==> src/rtl/alu_pkg.sv <==
// Shared ALUControl encoding, execute FSM states and decode helpers for the ALU decoder/executor.
package alu_pkg;

  localparam logic [3:0] AluAdd  = 4'b0000;
  localparam logic [3:0] AluSub  = 4'b0001;
  localparam logic [3:0] AluAnd  = 4'b0010;
  localparam logic [3:0] AluOr   = 4'b0011;
  localparam logic [3:0] AluSlt  = 4'b0101;
  localparam logic [3:0] AluXor  = 4'b0110;
  localparam logic [3:0] AluSll  = 4'b0111;
  localparam logic [3:0] AluSrl  = 4'b1000;
  localparam logic [3:0] AluSra  = 4'b1001;
  localparam logic [3:0] AluSltu = 4'b1100;

  typedef enum logic [1:0] {StIdle, StShift, StDone} state_e;

  function automatic logic is_shift(input logic [3:0] ctrl);
    return (ctrl == AluSll) || (ctrl == AluSrl) || (ctrl == AluSra);
  endfunction

  function automatic logic is_legal(input logic [3:0] ctrl);
    logic legal;
    case (ctrl)
      AluAdd, AluSub, AluAnd, AluOr, AluSlt, AluXor,
      AluSll, AluSrl, AluSra, AluSltu: legal = 1'b1;
      default:                         legal = 1'b0;
    endcase
    return legal;
  endfunction

endpackage

==> src/rtl/alu_shift_unit.sv <==
// Shift engine: one bit per cycle by default; combinational barrel shift when
// SEQ_ALU_FAST_SHIFT_EN is defined.
module alu_shift_unit
  import alu_pkg::*;
#(
  parameter int unsigned WIDTH = 32,
  parameter int unsigned SHW   = $clog2(WIDTH)
) (
`ifndef SEQ_ALU_FAST_SHIFT_EN
  input  logic             clk,
  input  logic             reset,
  input  logic             start,
  output logic             busy,
  output logic             done,
`endif
  input  logic [3:0]       op,
  input  logic [WIDTH-1:0] din,
  input  logic [SHW-1:0]   shamt,
  output logic [WIDTH-1:0] dout
);

`ifdef SEQ_ALU_FAST_SHIFT_EN

  always_comb begin
    case (op)
      AluSrl:  dout = din >> shamt;
      AluSra:  dout = $unsigned($signed(din) >>> shamt);
      default: dout = din << shamt;
    endcase
  end

`else

  logic [WIDTH-1:0] acc_q;
  logic [SHW-1:0]   cnt_q;
  logic [3:0]       op_q;
  logic [WIDTH-1:0] acc_shifted;

  always_comb begin
    case (op_q)
      AluSrl:  acc_shifted = {1'b0, acc_q[WIDTH-1:1]};
      AluSra:  acc_shifted = {acc_q[WIDTH-1], acc_q[WIDTH-1:1]};
      default: acc_shifted = {acc_q[WIDTH-2:0], 1'b0};
    endcase
  end

  assign busy = (cnt_q != '0);
  // Final step: the value shifted this cycle is the answer, hand it out directly.
  assign done = busy && (cnt_q == SHW'(1));
  assign dout = acc_shifted;

  always_ff @(posedge clk or posedge reset) begin
    if (reset) begin
      acc_q <= '0;
      cnt_q <= '0;
      op_q  <= AluSll;
    end else if (start) begin
      acc_q <= din;
      cnt_q <= shamt;
      op_q  <= op;
    end else if (busy) begin
      acc_q <= acc_shifted;
      cnt_q <= cnt_q - 1'b1;
    end
  end

`endif

endmodule

==> src/rtl/seq_alu_exec.sv <==
// Execute-side ALU with valid/ready request and response handshakes.
// Define SEQ_ALU_FAST_SHIFT_EN for single-cycle barrel shifts.
module seq_alu_exec
  import alu_pkg::*;
#(
  parameter int unsigned WIDTH = 32
) (
  input  logic             clk,
  input  logic             reset,
  input  logic             in_valid,
  output logic             in_ready,
  input  logic [3:0]       alu_ctrl,
  input  logic [WIDTH-1:0] src_a,
  input  logic [WIDTH-1:0] src_b,
  output logic             out_valid,
  input  logic             out_ready,
  output logic [WIDTH-1:0] result,
  output logic             zero,
  output logic             illegal
);

  localparam int unsigned SHW = $clog2(WIDTH);

  state_e           state_q, state_d;
  logic [WIDTH-1:0] result_q, result_d;
  logic             zero_q, zero_d;
  logic             illegal_q, illegal_d;
  logic [WIDTH-1:0] alu_res;
  logic [WIDTH-1:0] sh_dout;

`ifdef SEQ_ALU_FAST_SHIFT_EN
  alu_shift_unit #(
    .WIDTH (WIDTH),
    .SHW   (SHW)
  ) u_shift (
    .op    (alu_ctrl),
    .din   (src_a),
    .shamt (src_b[SHW-1:0]),
    .dout  (sh_dout)
  );
`else
  logic sh_start, sh_busy, sh_done;

  alu_shift_unit #(
    .WIDTH (WIDTH),
    .SHW   (SHW)
  ) u_shift (
    .clk   (clk),
    .reset (reset),
    .start (sh_start),
    .busy  (sh_busy),
    .done  (sh_done),
    .op    (alu_ctrl),
    .din   (src_a),
    .shamt (src_b[SHW-1:0]),
    .dout  (sh_dout)
  );
`endif

  always_comb begin
    alu_res = '0;
    case (alu_ctrl)
      AluAdd:  alu_res = src_a + src_b;
      AluSub:  alu_res = src_a - src_b;
      AluAnd:  alu_res = src_a & src_b;
      AluOr:   alu_res = src_a | src_b;
      AluXor:  alu_res = src_a ^ src_b;
      AluSlt:  alu_res = {{(WIDTH-1){1'b0}}, $signed(src_a) < $signed(src_b)};
      AluSltu: alu_res = {{(WIDTH-1){1'b0}}, src_a < src_b};
`ifdef SEQ_ALU_FAST_SHIFT_EN
      AluSll, AluSrl, AluSra: alu_res = sh_dout;
`else
      // Only the zero-amount case completes here; longer shifts go through StShift.
      AluSll, AluSrl, AluSra: alu_res = src_a;
`endif
      default: alu_res = '0;
    endcase
  end

  always_comb begin
    state_d   = state_q;
    result_d  = result_q;
    zero_d    = zero_q;
    illegal_d = illegal_q;
`ifndef SEQ_ALU_FAST_SHIFT_EN
    sh_start  = 1'b0;
`endif
    case (state_q)
      StIdle: begin
        if (in_valid) begin
`ifndef SEQ_ALU_FAST_SHIFT_EN
          if (is_shift(alu_ctrl) && (src_b[SHW-1:0] != '0)) begin
            sh_start = 1'b1;
            state_d  = StShift;
          end else
`endif
          begin
            result_d  = alu_res;
            zero_d    = (alu_res == '0);
            illegal_d = !is_legal(alu_ctrl);
            state_d   = StDone;
          end
        end
      end
      StShift: begin
`ifndef SEQ_ALU_FAST_SHIFT_EN
        if (sh_done) begin
          result_d  = sh_dout;
          zero_d    = (sh_dout == '0);
          illegal_d = 1'b0;
          state_d   = StDone;
        end else if (!sh_busy) begin
          state_d = StIdle;
        end
`else
        state_d = StIdle;
`endif
      end
      StDone: begin
        if (out_ready) state_d = StIdle;
      end
      default: state_d = StIdle;
    endcase
  end

  always_ff @(posedge clk or posedge reset) begin
    if (reset) begin
      state_q   <= StIdle;
      result_q  <= '0;
      zero_q    <= 1'b0;
      illegal_q <= 1'b0;
    end else begin
      state_q   <= state_d;
      result_q  <= result_d;
      zero_q    <= zero_d;
      illegal_q <= illegal_d;
    end
  end

  assign in_ready  = (state_q == StIdle);
  assign out_valid = (state_q == StDone);
  assign result    = result_q;
  assign zero      = zero_q;
  assign illegal   = illegal_q;

endmodule
==> config.mk <==
export PLATFORM = sky130hd
export DESIGN_NAME = seq_alu_exec
export DESIGN_NICKNAME = d
export VERILOG_FILES = /design/src/rtl/alu_pkg.sv /design/src/rtl/alu_shift_unit.sv /design/src/rtl/seq_alu_exec.sv
export SDC_FILE = /design/constraint.sdc
export NUM_CORES = 1
export LEC_CHECK = 0
export ABC_AREA = 1
export BUFFER_PORTS_ARGS = -buffer_cell sky130_fd_sc_hd__buf_2
export CAP_MARGIN = 0
export CORE_UTILIZATION = 35
export CTS_CLUSTER_SIZE = 30
export DETAILED_ROUTE_END_ITERATION = 8
export GPL_TIMING_DRIVEN = 1
export PLACE_DENSITY = 0.53
export SLEW_MARGIN = 40
export SYNTH_ARGS = -nofsm -noshare
export SYNTH_HDL_FRONTEND = slang
export SYNTH_SLANG_ARGS = --single-unit
==> constraint.sdc <==
create_clock -name clk -period 3.1 [get_ports clk]
set_input_delay 0.93 -clock clk [delete_from_list [all_inputs] [get_ports clk]]
set_output_delay 0.93 -clock clk [all_outputs]
set_load 0.1 [all_outputs]
Yosys cells after proc, flatten, opt, wreduce, memory -nomap -nowiden
Memories as Yosys holds them, arrays and structs flattened.
Index checks and enable logic that the tools add are counted.
{ "classes": {"add_sub_neg": 3, "n_lt_le_gt_ge": 2, "eq_ne": 19, "mux": 30, "bitwise_logic": 3, "n_reduce_logical": 16} }
{ "ops": {"columns": ["operator", "n"], "rows": [
  ["one-hot mux 32 bit (8 select lines)", 1],
  ["2-to-1 mux 32 bit", 5],
  ["one-hot mux 32 bit (2 select lines)", 2],
  ["logical NOT 32 bit", 2],
  ["< comparator 32 bit", 2],
  ["adder 32 bit", 1],
  ["AND 32 bit", 1],
  ["bitwise OR 32 bit", 1],
  ["subtractor 32 bit", 1],
  ["bitwise XOR 32 bit", 1],
  ["equality test 4 bit (second input constant)", 5],
  ["equality test 4 x 3 -> 1 bit (second input constant)", 3],
  ["2-to-1 mux 1 bit", 12],
  ["2-to-1 mux 2 bit", 5],
  ["2-to-1 mux 5 bit", 2],
  ["nonzero test 5 bit", 2],
  ["equality test 4 x 2 -> 1 bit (second input constant)", 2],
  ["inequality test 2 bit (second input constant)", 3],
  ["one-hot mux 2 bit (3 select lines)", 1],
  ["equality test 5 x 1 -> 1 bit (second input constant)", 1],
  ["subtractor 5 x 1 -> 5 bit (second input constant)", 1],
  ["equality test 4 x 1 -> 1 bit (second input constant)", 1],
  ["logical NOT 4 bit", 1],
  ["one-hot mux 1 bit (2 select lines)", 2],
  ["12 further kinds", 15]
]} }
{ "word_totals": {"regBits": 77, "rom_bits": 16, "input_bits": 72, "word_cells": 81, "mem_count": 1} }
{ "mem_list": {"columns": ["memory", "words", "width", "read_ports", "rd_clocked_by_memory_dff", "wr", "line_no", "text"], "rows": [
  ["(no name shown)", 16, 1, 1, 0, 0, "alu_pkg.sv:23", "case (ctrl)"]
]} }

Longest topological paths before layout
Gate-level depths: netlist of the first run.
{ "depth": {"depth_word": 11, "mapped_depth": 22, "depth_no_buf": 21} }

Cells and area by module
A second synthesis of the first run with hierarchy kept.
{ "hier_totals": {"hier_cells": 1976, "hier_area_um2": 11569.8} }
{ "modules_own_cells": {"columns": ["module", "n_inst", "cells_per_inst", "area_each_um2", "seq_area_each_um2"], "rows": [
  ["seq_alu_exec", 1, 1636, 8992.4, 900.9],
  ["alu_shift_unit", 1, 340, 2577.5, 1029.7]
]} }

Worst setup path after synthesis of the first run
OpenSTA, ideal clock, no wires.
{ "synth_timing": {"kind": "register to register", "startpoint": "register state_q[0]", "endpoint": "register u_shift.cnt_q[1]", "t_arrival_ps": 2942, "required_time_ps": 2953, "path_slack_ps": 11, "path_stages_with_launch": 10, "path_cell_list": "dfrtp_1 nor2_1 o211ai_1 nor2_2 inv_2 nand2_1 buf_2 inv_2 nand2_1 o311ai_0"} }
{ "synth_between": {"elab_chain_cells": 3, "elab_cells_between_ends": 4, "cone_classes": "mux: 2; reduce/logical: 2"} }
{ "synth_lines": {"columns": ["element", "line_no", "text"], "rows": [
  ["start, declared", "seq_alu_exec.sv:24", "state_e state_q, state_d;"],
  ["start signal, assigned", "seq_alu_exec.sv:128", "state_q <= StIdle;"],
  ["start signal, assigned", "seq_alu_exec.sv:133", "state_q <= state_d;"],
  ["logical NOT 2 bit (*)", null, null],
  ["named net in_ready", "seq_alu_exec.sv:11", "output logic in_ready,"],
  ["2-to-1 mux 1 bit (*)", "seq_alu_exec.sv:88", "case (state_q)"],
  ["2-to-1 mux 5 bit / nonzero test 2 bit (equally long branches)", null, null],
  ["end signal, assigned", "alu_shift_unit.sv:59", "cnt_q <= shamt;"],
  ["end signal, assigned", "alu_shift_unit.sv:63", "cnt_q <= cnt_q - 1'b1;"],
  ["end, declared", "alu_shift_unit.sv:35", "logic [SHW-1:0] cnt_q;"]
]} }
Mark *: on every way through the listed nets, which the timed path passes. The rest lies on a longest branch.
A chain may end at the register's enable or synchronous reset.

Final worst setup path of the first run
{ "layout_timing": {"startpoint": "input src_b[20]", "endpoint": "register zero_q, in the netlist zero"} }
{ "layout_between": {"elab_chain_cells": 6, "elab_cells_between_ends": 12, "cone_classes": "add/sub: 2; order compare: 2; mux: 4; bitwise: 3; reduce/logical: 1"} }
{ "layout_lines": {"columns": ["element", "line_no", "text"], "rows": [
  ["start, declared", "seq_alu_exec.sv:14", "input logic [WIDTH-1:0] src_b,"],
  ["subtractor 32 bit (tied with other cells)", "seq_alu_exec.sv:64", "AluSub: alu_res = src_a - src_b;"],
  ["one-hot mux 32 bit (8 select lines) (*)", "seq_alu_exec.sv:62", "case (alu_ctrl)"],
  ["logical NOT 32 bit (*)", "seq_alu_exec.sv:99", "zero_d = (alu_res == '0);"],
  ["2-to-1 mux 1 bit (*)", "seq_alu_exec.sv:92", "if (is_shift(alu_ctrl) && (src_b[SHW-1:0] != '0)) begin"],
  ["2-to-1 mux 1 bit (*)", "seq_alu_exec.sv:90", "if (in_valid) begin"],
  ["one-hot mux 1 bit (2 select lines) (*)", "seq_alu_exec.sv:88", null],
  ["end signal, assigned", "seq_alu_exec.sv:135", "zero_q <= zero_d;"],
  ["end, declared", "seq_alu_exec.sv:26", "logic zero_q, zero_d;"]
]} }
Mark *: on every way between the ends. The rest lies on a longest branch, timed or not. The select of a mux whose other input is x is not followed.

==> results of run 1 <==
where the power goes:
part	switching, mW	internal, mW
clock	0.450	0.566
sequential	0.257	1.49
combinational	4.10	1.79
area by class of cell:
class / count / share of cell area
flip-flops and latches: 77 / 0.127
repair buffers: 475 / 0.224
inverters: 350 / 0.0866
well taps: 396 / 0.0326
clock inverters: 5 / 0.00247
multi-input cells: 1371 / 0.511
clock buffers: 11 / 0.0160
path summary, 6_finish.rpt:
path	from	end	depth (start not counted)
worst max register to register	u_shift.op_q[2]	zero	12
worst min-delay path	u_shift.op_q[0]	u_shift.op_q[0]	2
worst max-delay path	src_b[20]	zero	18
worst min register to register	u_shift.op_q[0]	u_shift.op_q[0]	2
min in group asynchronous	reset	state_q[1]	2
max in group asynchronous	reset	result[22]	3
state kept, by name (all words and copies together) (netlist names):
register	cells
result	32
u_shift.op_q	4
state_q	2
u_shift.cnt_q	5
illegal	1
u_shift.acc_q	32
zero	1
through the flow:
step                      setup TNS (ns)  area (um2)  setup WS, ns
after global routing             -0.0600       15200       -0.0543
after global placement             -6.09       14400        -0.477
after detailed placement           -6.63       14400        -0.505
after CTS                              0       14700       0.00461
final                                  0       15200         0.123
after floorplan                        0       10800        0.0110
timing repair:
| item | in CTS | in global routing |
|---|---|---|
| pin swaps | 1 | 16 |
| setup endpoints to repair | 2 | 18 |
| gates resized for setup | 11 | 120 |
| setup buffers | 0 | 3 |
cells in the final DEF, fill, tap and decap left out, types with 33 or more instances in the layout:
cell type  Yosys  layout
o22ai_1       33      33
inv_1        342     338
ha_1         116      91
o21ai_0       95      91
nand2_1      547     525
nand3_1      177     151
buf_4          8     360
buf_2         31     107
a21oi_1       80      71
nor2_1       169     142
dfrtp_1       74      74
layer usage:
metal / part of all wire / global-route usage / vias up
met1: 0.43 / 0.384 / 6403
li1: - / - / 6799
met3: 0.048 / 0.0272 / 101
met4: 0.055 / 0.151 / 0
met5: 0 / 0 / -
met2: 0.47 / 0.518 / 453
critical path: stages:
cell and delay (ns):
buf_2 0.12, inv_1 0.07, ha_2 0.40, nand2_1 0.14, nor2_1 0.21, buf_4 0.15, nand2_1 0.06, nor3_1 0.17
nand2_1 0.11, nand2_1 0.08, nand2_1 0.04, nand3_1 0.06, nand3_1 0.20, nor2_1 0.14, nand2_1 0.07, nor2_1 0.11
nand2_1 0.08, a21oi_2 0.11
cells by family (layout without fill, tap and decap cells):
family | count (synthesis) | count (layout) | synth area share
adders and majority gates | 118 | 118 | 0.138
and+or+nand+nor | 963 | 963 | 0.368
xor gates and xnor gates | 4 | 4 | 0.00323
buffers and inverters | 422 | 841 | 0.154
DFF | 77 | 77 | 0.178
AOI/OAI and AO/OA | 286 | 286 | 0.159
==> impl_metrics.ini, run 1 <==
[synthesis]
async_flop_share = 1.00
yosysUniqueCellTypes = 42
yosys_warnings = 0
syn_avg_cell_area_um2 = 5.79
yosysTopAreaCell = nand2_1
synth-main-ff-cell = dfrtp_1
synth_area_leaders = nand2_1 (19%), dfrtp_1 (17%), ha_1 (13%)
synth_commonest_cells = nand2_1 (547), inv_1 (342), nand3_1 (177)
seq_area_frac_synth = 0.178
syn_area_um2 = 10800
synth_cells = 1870
synth_edf_count = 0
ys_ff_latch = 77
synth_nets = 2060
yosysMostFrequentCell = nand2_1
synth_top_cell_area_share = 0.189

[clock_tree]
cts_buffers = 9
h-tree-depth = 3
insertion_delay_ns = 0.35
clk_path_buf_depth = 2
cts_root_buf = clkbuf_16
cts_hold_buf = 0
path_clk_slew_ns = 0.07
numClockSinks = 77
cts_tree = built

[route]
dr.pass1.iters = 5
drc = 0
vias = 13756
wl_per_cell_um = 18.0
routed_via_density = 5.12
drt_iter0_markers = 998
wl_mm = 48.3
postRouteAntennaNets = 0

[final_layout]
nFillCells = 3305
multi_input_area_um2 = 7760
antenna-diode-count = 0
fin_util = 0.498
final-seq-area_um2 = 1930
drive_gt1_frac = 0.277
nets = 2474
fin_cells = 2685
areaGrowthSynthToFinish_pct = 40.1

[grt]
track_usage = 0.305
grt_max_degree = 55
grt_pass1_wl_mm = 72.4
antenna_found_initial = 0
grt_pass1_vias = 12967
overflow = 0

[place]
dp.cells = 2666
dp.final_hpwl_mm = 40.0
place_congestion = 0.944
io_buffers = 107

[sta]
relSlewSlack = 0.546
post-route-period-util = 0.960
clock.fmax_mhz = 336
fin_skew_ns = 0.0103
min_period_ns = 2.98
hold_violations = 0
setup_viol = 0
worst_pin_slew_ns = 0.680
whs_ns = 0.469
grt_setup_unrepaired = yes
report.final.slew_viol_count = 0

[flow_run]
maxCapViolations = 0

[worst_setup_path]
criticalPathCategory = input pin to register
required_ns = 3.39
startpoint_type = input pin
arrival_ns = 3.26
worstPathMaxFanout = 6
reg2reg_slack_ns = 0.52
cp-end-kind = register

[power_and_ir_drop]
powerDensity_nw_per_um2 = 571
peakVddDrop_v = 0.000600
finalPower_mw = 8.66
leakagePower_nw = 8.66

[floorplan]
dieHeight_um = 178
pin_count = 108
fp.dieW_um = 178
die_area_um2 = 31700
core_area_um2 = 30500
rows = 64
start_util = 0.355

[run_status]
outcome = complete, no violations

[hold_path]
hp-class = register to register
Power figures use the tool's default switching activity.
==> run 2: changes to the inputs <==
Settings changed: ABC_AREA 1 to 0, HOLD_SLACK_MARGIN from default to 0.12, SKIP_LAST_GASP from default to 1.
==> run 2 against run 1 <==
Effect of this change:
- critical endpoint unchanged
- cell count fell by 12%
- area after synthesis decreased by 6.3%
- total power increased by 7.5%
- register-to-register slack worse by 0.03 ns
- cell area grew 9.9%
- sequential share of layout area decreased by 1.1 points
- non-clock buffer count up 170
- synthesized cell count shrank 24%
- first-iteration DRC count up 10%
- the flow now finishes with violations (negative setup slack)
- combinational power is 7.1% higher
- utilization is 9.5 points higher
- highest routed layer unchanged
- largest cell class unchanged
==> impl_metrics.ini, run 2 <==
[run_status]
outcome = finished, violations left
violations = negative setup slack

[clock_tree]
h-tree-depth = 3
clk_path_buf_depth = 2
insertion_delay_ns = 0.33
cts_tree = built
cts_root_buf = clkbuf_16
numClockSinks = 77
path_clk_slew_ns = 0.06
cts_buffers = 9
cts_hold_buf = 0

[worst_setup_path]
required_ns = 3.35
reg2reg_slack_ns = 0.49
worstPathMaxFanout = 3
path_buf_inv = 2
cp-end-kind = register
slowest_delay_ns = 0.48
path_cells = buf_12 -> ha_4 -> inv_1 -> fa_2 -> nand2b_4 -> a211oi_4 -> nor2b_1 -> and3_1 -> or4b_4 -> or4_4 -> nor4_4 -> o2111ai_2 -> nor4_2 -> nand4_1 -> o31ai_2
arrival_ns = 4.10
criticalPathCategory = input pin to register
startpoint_type = input pin
crit_slowest_cell = or4b_4
crit_family = simple AND/OR/NAND/NOR gates

[sta]
whs_ns = 0.467
min_period_ns = 3.86
hold_violations = 0
grt_setup_unrepaired = yes
fin_ws_ns = -0.756
clock.fmax_mhz = 259
report.final.slew_viol_count = 0
setup_viol = 23
relSlewSlack = 0.544
post-route-period-util = 1.24
fin_skew_ns = 0.00441
worst_pin_slew_ns = 0.682

[synthesis]
synth_commonest_cells = a21oi_1 (183), nor2_1 (177), nand2_1 (126)
yosysTopAreaCell = dfrtp_1
synth_top_cell_area_share = 0.182
synth-main-ff-cell = dfrtp_1
synth_cells = 1424
synth_edf_count = 0
yosysMostFrequentCell = a21oi_1
synth_area_leaders = dfrtp_1 (18%), ha_1 (14%), a21oi_1 (9.0%)
yosys_warnings = 0
ys_ff_latch = 77
syn_area_um2 = 10200
syn_avg_cell_area_um2 = 7.13
synth_nets = 1614
async_flop_share = 1.00
yosysUniqueCellTypes = 85
seq_area_frac_synth = 0.190

[place]
dp_slack_ns = -1.39
io_buffers = 107
place_congestion = 0.979
dp.final_hpwl_mm = 38.4

[floorplan]
fp.dieW_um = 172
rows = 61
die_area_um2 = 29700
core_area_um2 = 28200
pin_count = 108
dieHeight_um = 172
start_util = 0.361

[grt]
track_usage = 0.315
grt_pass1_wl_mm = 70.9
grt_pass1_vias = 12350
overflow = 0
antenna_found_initial = 0
grt_max_degree = 51

[final_layout]
final_cell_mix = buf_4 (503), nor2_1 (164), a21oi_1 (154)
multi_input_area_um2 = 8640
layout_commonest_cell = buf_4
areaGrowthSynthToFinish_pct = 64.3
nets = 2178
final-seq-area_um2 = 1930
drive_gt1_frac = 0.434
antenna-diode-count = 0
fin_util = 0.592
nFillCells = 2611

[flow_run]
maxCapViolations = 0

[power_and_ir_drop]
peakVddDrop_v = 0.000400
leakagePower_nw = 7.89
powerDensity_nw_per_um2 = 558

[route]
wl_mm = 46.8
vias = 13048
drt_iter0_markers = 1098
dr.pass1.iters = 5
routed_via_density = 5.50
drc = 0
wl_per_cell_um = 19.7
postRouteAntennaNets = 0

[hold_path]
hp-class = register to register
## run 2: cells by family (layout without fill, tap and decap cells)
| family | Yosys count | after routing | synth area share |
|---|---|---|---|
| buffers and inverters | 203 | 772 | 0.0776 |
| XOR/XNOR | 9 | 9 | 0.00776 |
| multiplexers | 48 | 48 | 0.0495 |
| AND/OR/NAND/NOR | 467 | 467 | 0.211 |
| adder cells (fa/ha/maj) | 118 | 118 | 0.147 |
| flip-flops | 77 | 77 | 0.190 |
| AO/OA/AOI/OAI | 502 | 502 | 0.317 |
## run 2: final timing paths
check,depth (start not counted),from,end
max in group asynchronous,3,reset,u_shift.op_q[2]
min reg2reg,2,result[10],result[10]
max reg2reg,10,state_q[1],zero
max,15,src_a[0],zero
min,2,result[10],result[10]
min in group asynchronous,2,reset,u_shift.acc_q[23]
## run 2: per-layer routing
| metal | track usage | share of wire | up-vias |
|---|---|---|---|
| met3 | 0.0307 | 0.064 | 71 |
| met4 | 0.0908 | 0.026 | 0 |
| met2 | 0.487 | 0.43 | 497 |
| met5 | 0 | 0 | - |
| met1 | 0.460 | 0.48 | 6185 |
| li1 | - | - | 6295 |
## run 2: area by class of cell
| type | count | area share |
|---|---|---|
| clock buffer | 13 | 0.0168 |
| clock inverter | 3 | 0.00390 |
| inverter | 111 | 0.0261 |
| multi-input combinational | 1144 | 0.518 |
| sequential | 77 | 0.116 |
| tap | 378 | 0.0284 |
| timing repair buffer | 645 | 0.291 |
## run 2: timing repair
item,4_1_cts,5_1_grt
setup endpoints to repair,25,28
gates resized for setup,124,126
pin swaps,77,102
gates cloned,0,0
buffers inserted,25,24
## run 2: metrics by stage
stage	power, mW	setup TNS (ns)	instance area, um2	instances
floorplan	5.67	-2.93	10500	1424
global placement	7.58	-21.28	15000	2322
detailed placement	7.63	-22.59	15000	2322
CTS	9.05	-8.68	16000	2359
global route	9.88	-10.90	16700	2371
finish	9.31	-8.51	16700	2371
## run 2: worst min-delay path: stages, from the launching register on
cell,delay [ns]
dfrtp_1,0.33
nand2_1,0.05
nand2_1,0.05
## run 2: power breakdown
group          switching [mW]  internal, mW  leakage (nW)
registers               0.317          1.49         0.925
logic                    4.14          2.18          6.79
clock network           0.395         0.791         0.172
==> run 3: changes to the inputs <==
Settings changed: CAP_MARGIN 0 to default, CORE_ASPECT_RATIO from default to 0.75, CORE_UTILIZATION 35 to 55, PLACE_DENSITY 0.53 to 0.76.
==> run 3 against run 2 <==
Effect of this change:
- the run now fails in 5_1_grt
- area after synthesis unchanged
- synthesized cell count unchanged
==> impl_metrics.ini, run 3 <==
[run_status]
outcome = stopped before the end
haltStage = 5_1_grt
first-error = [ERROR GRT-0232] Routing congestion too high. Check the congestion heatmap in the GUI.

[synthesis]
synth_edf_count = 0
synth_top_cell_area_share = 0.182
synth-main-ff-cell = dfrtp_1
synth_cells = 1424
yosysMostFrequentCell = a21oi_1
yosysTopAreaCell = dfrtp_1
synth_nets = 1614
synth_area_leaders = dfrtp_1 (18%), ha_1 (14%), a21oi_1 (9.0%)
async_flop_share = 1.00
seq_area_frac_synth = 0.190
syn_avg_cell_area_um2 = 7.13
ys_ff_latch = 77
yosys_warnings = 0
yosysUniqueCellTypes = 85
syn_area_um2 = 10200
synth_commonest_cells = a21oi_1 (183), nor2_1 (177), nand2_1 (126)

[grt]
grt_max_degree = 51
track_usage = 0.814
overflow = 4

[clock_tree]
cts_root_buf = clkbuf_16
h-tree-depth = 3
clk_path_buf_depth = 2
cts_hold_buf = 0
cts_buffers = 9
numClockSinks = 77

[place]
io_buffers = 107
dp_slack_ns = -1.34
place_area_um2 = 14700
dp.final_hpwl_mm = 37.5
place_congestion = 1.09
dp.cells = 2174

[floorplan]
start_util = 0.568
dieHeight_um = 120
fp.dieW_um = 159
pin_count = 108
rows = 42

[sta]
worst-ep-kind = register input
worstEndpointGrtRepair = zero$_DFFE_PP0P_/D
run 3: cell counts after synthesis:
Identical to the previous run, type by type.
run 3: kinds of logic after synthesis:
kind of cell	share of synthesized area
xor+xnor	0.00776
fa+ha+maj	0.147
compound gates	0.317
mux	0.0495
buf+inv	0.0776
simple gates	0.211
flops	0.190
run 3: routing by layer:
metal / global-route usage / overflow
met5: 0.513 / 0
met4: 0.765 / 1
met3: 0.714 / 0
met2: 0.939 / 3
met1: 0.821 / 0
run 3: timing repair:
item / CTS
resized for setup: 183
setup buffers: 32
pin swaps: 65
setup endpoints to repair: 26
run 3: per-stage QoR:
step                setup TNS [ns]  hold WS, ns
floorplan                    -2.93        0.463
global placement            -19.56        0.446
detailed placement          -21.45        0.455
CTS                          -7.67        0.483
==> run 4: changes to the inputs <==
Settings changed: CORE_ASPECT_RATIO 0.75 to default, CORE_UTILIZATION 55 to 40, CTS_CLUSTER_SIZE 30 to default, HOLD_SLACK_MARGIN 0.12 to default, PLACE_DENSITY 0.76 to default, PLACE_DENSITY_LB_ADDON from default to 0.15.
==> run 4 against run 3 <==
Effect of this change:
- the flow now finishes, with violations (negative setup slack)
==> impl_metrics.ini, run 4 (synthesis gave the netlist of run 2 again) <==
[flow_run]
maxCapViolations = 0

[hold_path]
hp-class = register to register
min-delay-start = result[10]

[clock_tree]
cts_hold_buf = 0
insertion_delay_ns = 0.34
cts_buffers = 9
path_clk_slew_ns = 0.06
cts_root_buf = clkbuf_16
cts_tree = built
h-tree-depth = 3
numClockSinks = 77
clk_path_buf_depth = 2

[run_status]
outcome = finished, violations left
violations = negative setup slack

[worst_setup_path]
required_ns = 3.35
arrival_ns = 4.28
worstPathMaxFanout = 3
r2r-start = state_q[1]
criticalPathCategory = input pin to register
cp-end-kind = register
startpoint = src_a[0]
startpoint_type = input pin

[sta]
fin_skew_ns = 0.00729
hold_violations = 0
post-route-period-util = 1.30
tns_ns = -9.53
fin_ws_ns = -0.939
relSlewSlack = 0.369
clock.fmax_mhz = 248
worst_pin_slew_ns = 0.940
min_period_ns = 4.04
setup_viol = 21
grt_setup_unrepaired = yes
report.final.slew_viol_count = 0
whs_ns = 0.469

[route]
drt_iter0_markers = 1373
wl_per_cell_um = 20.6
routed_via_density = 5.70
drc = 0
wl_mm = 48.4
postRouteAntennaNets = 0
dr.pass1.iters = 6
vias = 13372

[final_layout]
layout_commonest_cell = buf_4
antenna-diode-count = 0
final-seq-area_um2 = 1930
fin_area_um2 = 16900
nets = 2207
final_cell_mix = buf_4 (521), nor2_1 (170), a21oi_1 (147)
drive_gt1_frac = 0.447
fin_util = 0.687
multi_input_area_um2 = 8690
areaGrowthSynthToFinish_pct = 66.6
nFillCells = 2106

[floorplan]
die_area_um2 = 26000
rows = 57
pin_count = 108
dieHeight_um = 161
core_area_um2 = 24600
fp.dieW_um = 161
start_util = 0.413

[power_and_ir_drop]
power_frac_comb = 0.685
powerDensity_nw_per_um2 = 551
p_int_mw = 4.40
seq_power_share = 0.195
p_clk_frac = 0.121
switching_share = 0.528
peakVddDrop_v = 0.00120
p_sw_mw = 4.91
leakagePower_nw = 8.00

[place]
place_area_um2 = 14900
place_congestion = 1.01
dp_slack_ns = -1.38
io_buffers = 107
dp.final_hpwl_mm = 39.2

[grt]
grt_pass1_vias = 12821
overflow = 0
track_usage = 0.366
grt_pass1_wl_mm = 73.5
antenna_found_initial = 0
grt_max_degree = 63
-- run 4: through the flow --
step | cells | power [mW]
3_3_place_gp | 2276 | 7.54
2_1_floorplan | 1424 | 5.67
3_5_place_dp | 2276 | 7.61
4_1_cts | 2330 | 9.07
5_1_grt | 2346 | 9.83
6_report | 2346 | 9.31
-- run 4: worst paths after layout --
kind	endpoint	slack (ns)	cells after the start
max in group asynchronous	u_shift.op_q[1]	1.79	3
min in group asynchronous	u_shift.acc_q[29]	0.61	2
min	result[10]	0.47	2
max	zero	-0.94	15
min reg2reg	result[10]	0.47	2
max reg2reg	zero	0.31	10
-- run 4: final cells by class --
| cell class | count | share of cell area |
|---|---|---|
| timing repair buffer | 674 | 0.303 |
| sequential | 77 | 0.114 |
| clock buffer | 9 | 0.0133 |
| multi-input combinational | 1144 | 0.513 |
| tap | 324 | 0.0240 |
| clock inverter | 7 | 0.00584 |
| inverter | 111 | 0.0265 |
-- run 4: repair_timing --
action | CTS | global route
gates resized for setup | 192 | 99
pin swaps | 89 | 77
hold endpoints to repair | 0 | 0
buffers inserted | 41 | 28
setup endpoints to repair | 26 | 28
-- run 4: critical path, stage by stage --
cell	delay, ns
buf_12	0.09
ha_4	0.13
inv_2	0.04
fa_2	0.40
nand2b_4	0.17
a211oi_4	0.24
nor2b_2	0.07
and3_1	0.18
or4b_4	0.49
or4_4	0.44
nor4_4	0.33
o2111ai_2	0.17
nor4_2	0.28
nand4_1	0.14
o31ai_2	0.18
-- run 4: per-layer routing --
layer  track usage  share of wire  up-vias  routed length, um
li1              -              -     6347                  -
met1         0.536           0.45     6352              22000
met2         0.588           0.44      615              21400
met3        0.0326          0.085       58               4110
met4        0.0605          0.019        0                942
met5             0              0        -                  0
-- run 4: power by group through the flow --
stage               clock network (mW)  registers (mW)  logic, mW
global placement                     0            1.80       5.73
CTS                               1.13            1.81       6.13
detailed placement                   0            1.82       5.79
finish                            1.12            1.81       6.37
global route                      1.17            1.87       6.79
floorplan                            0            3.14       2.53
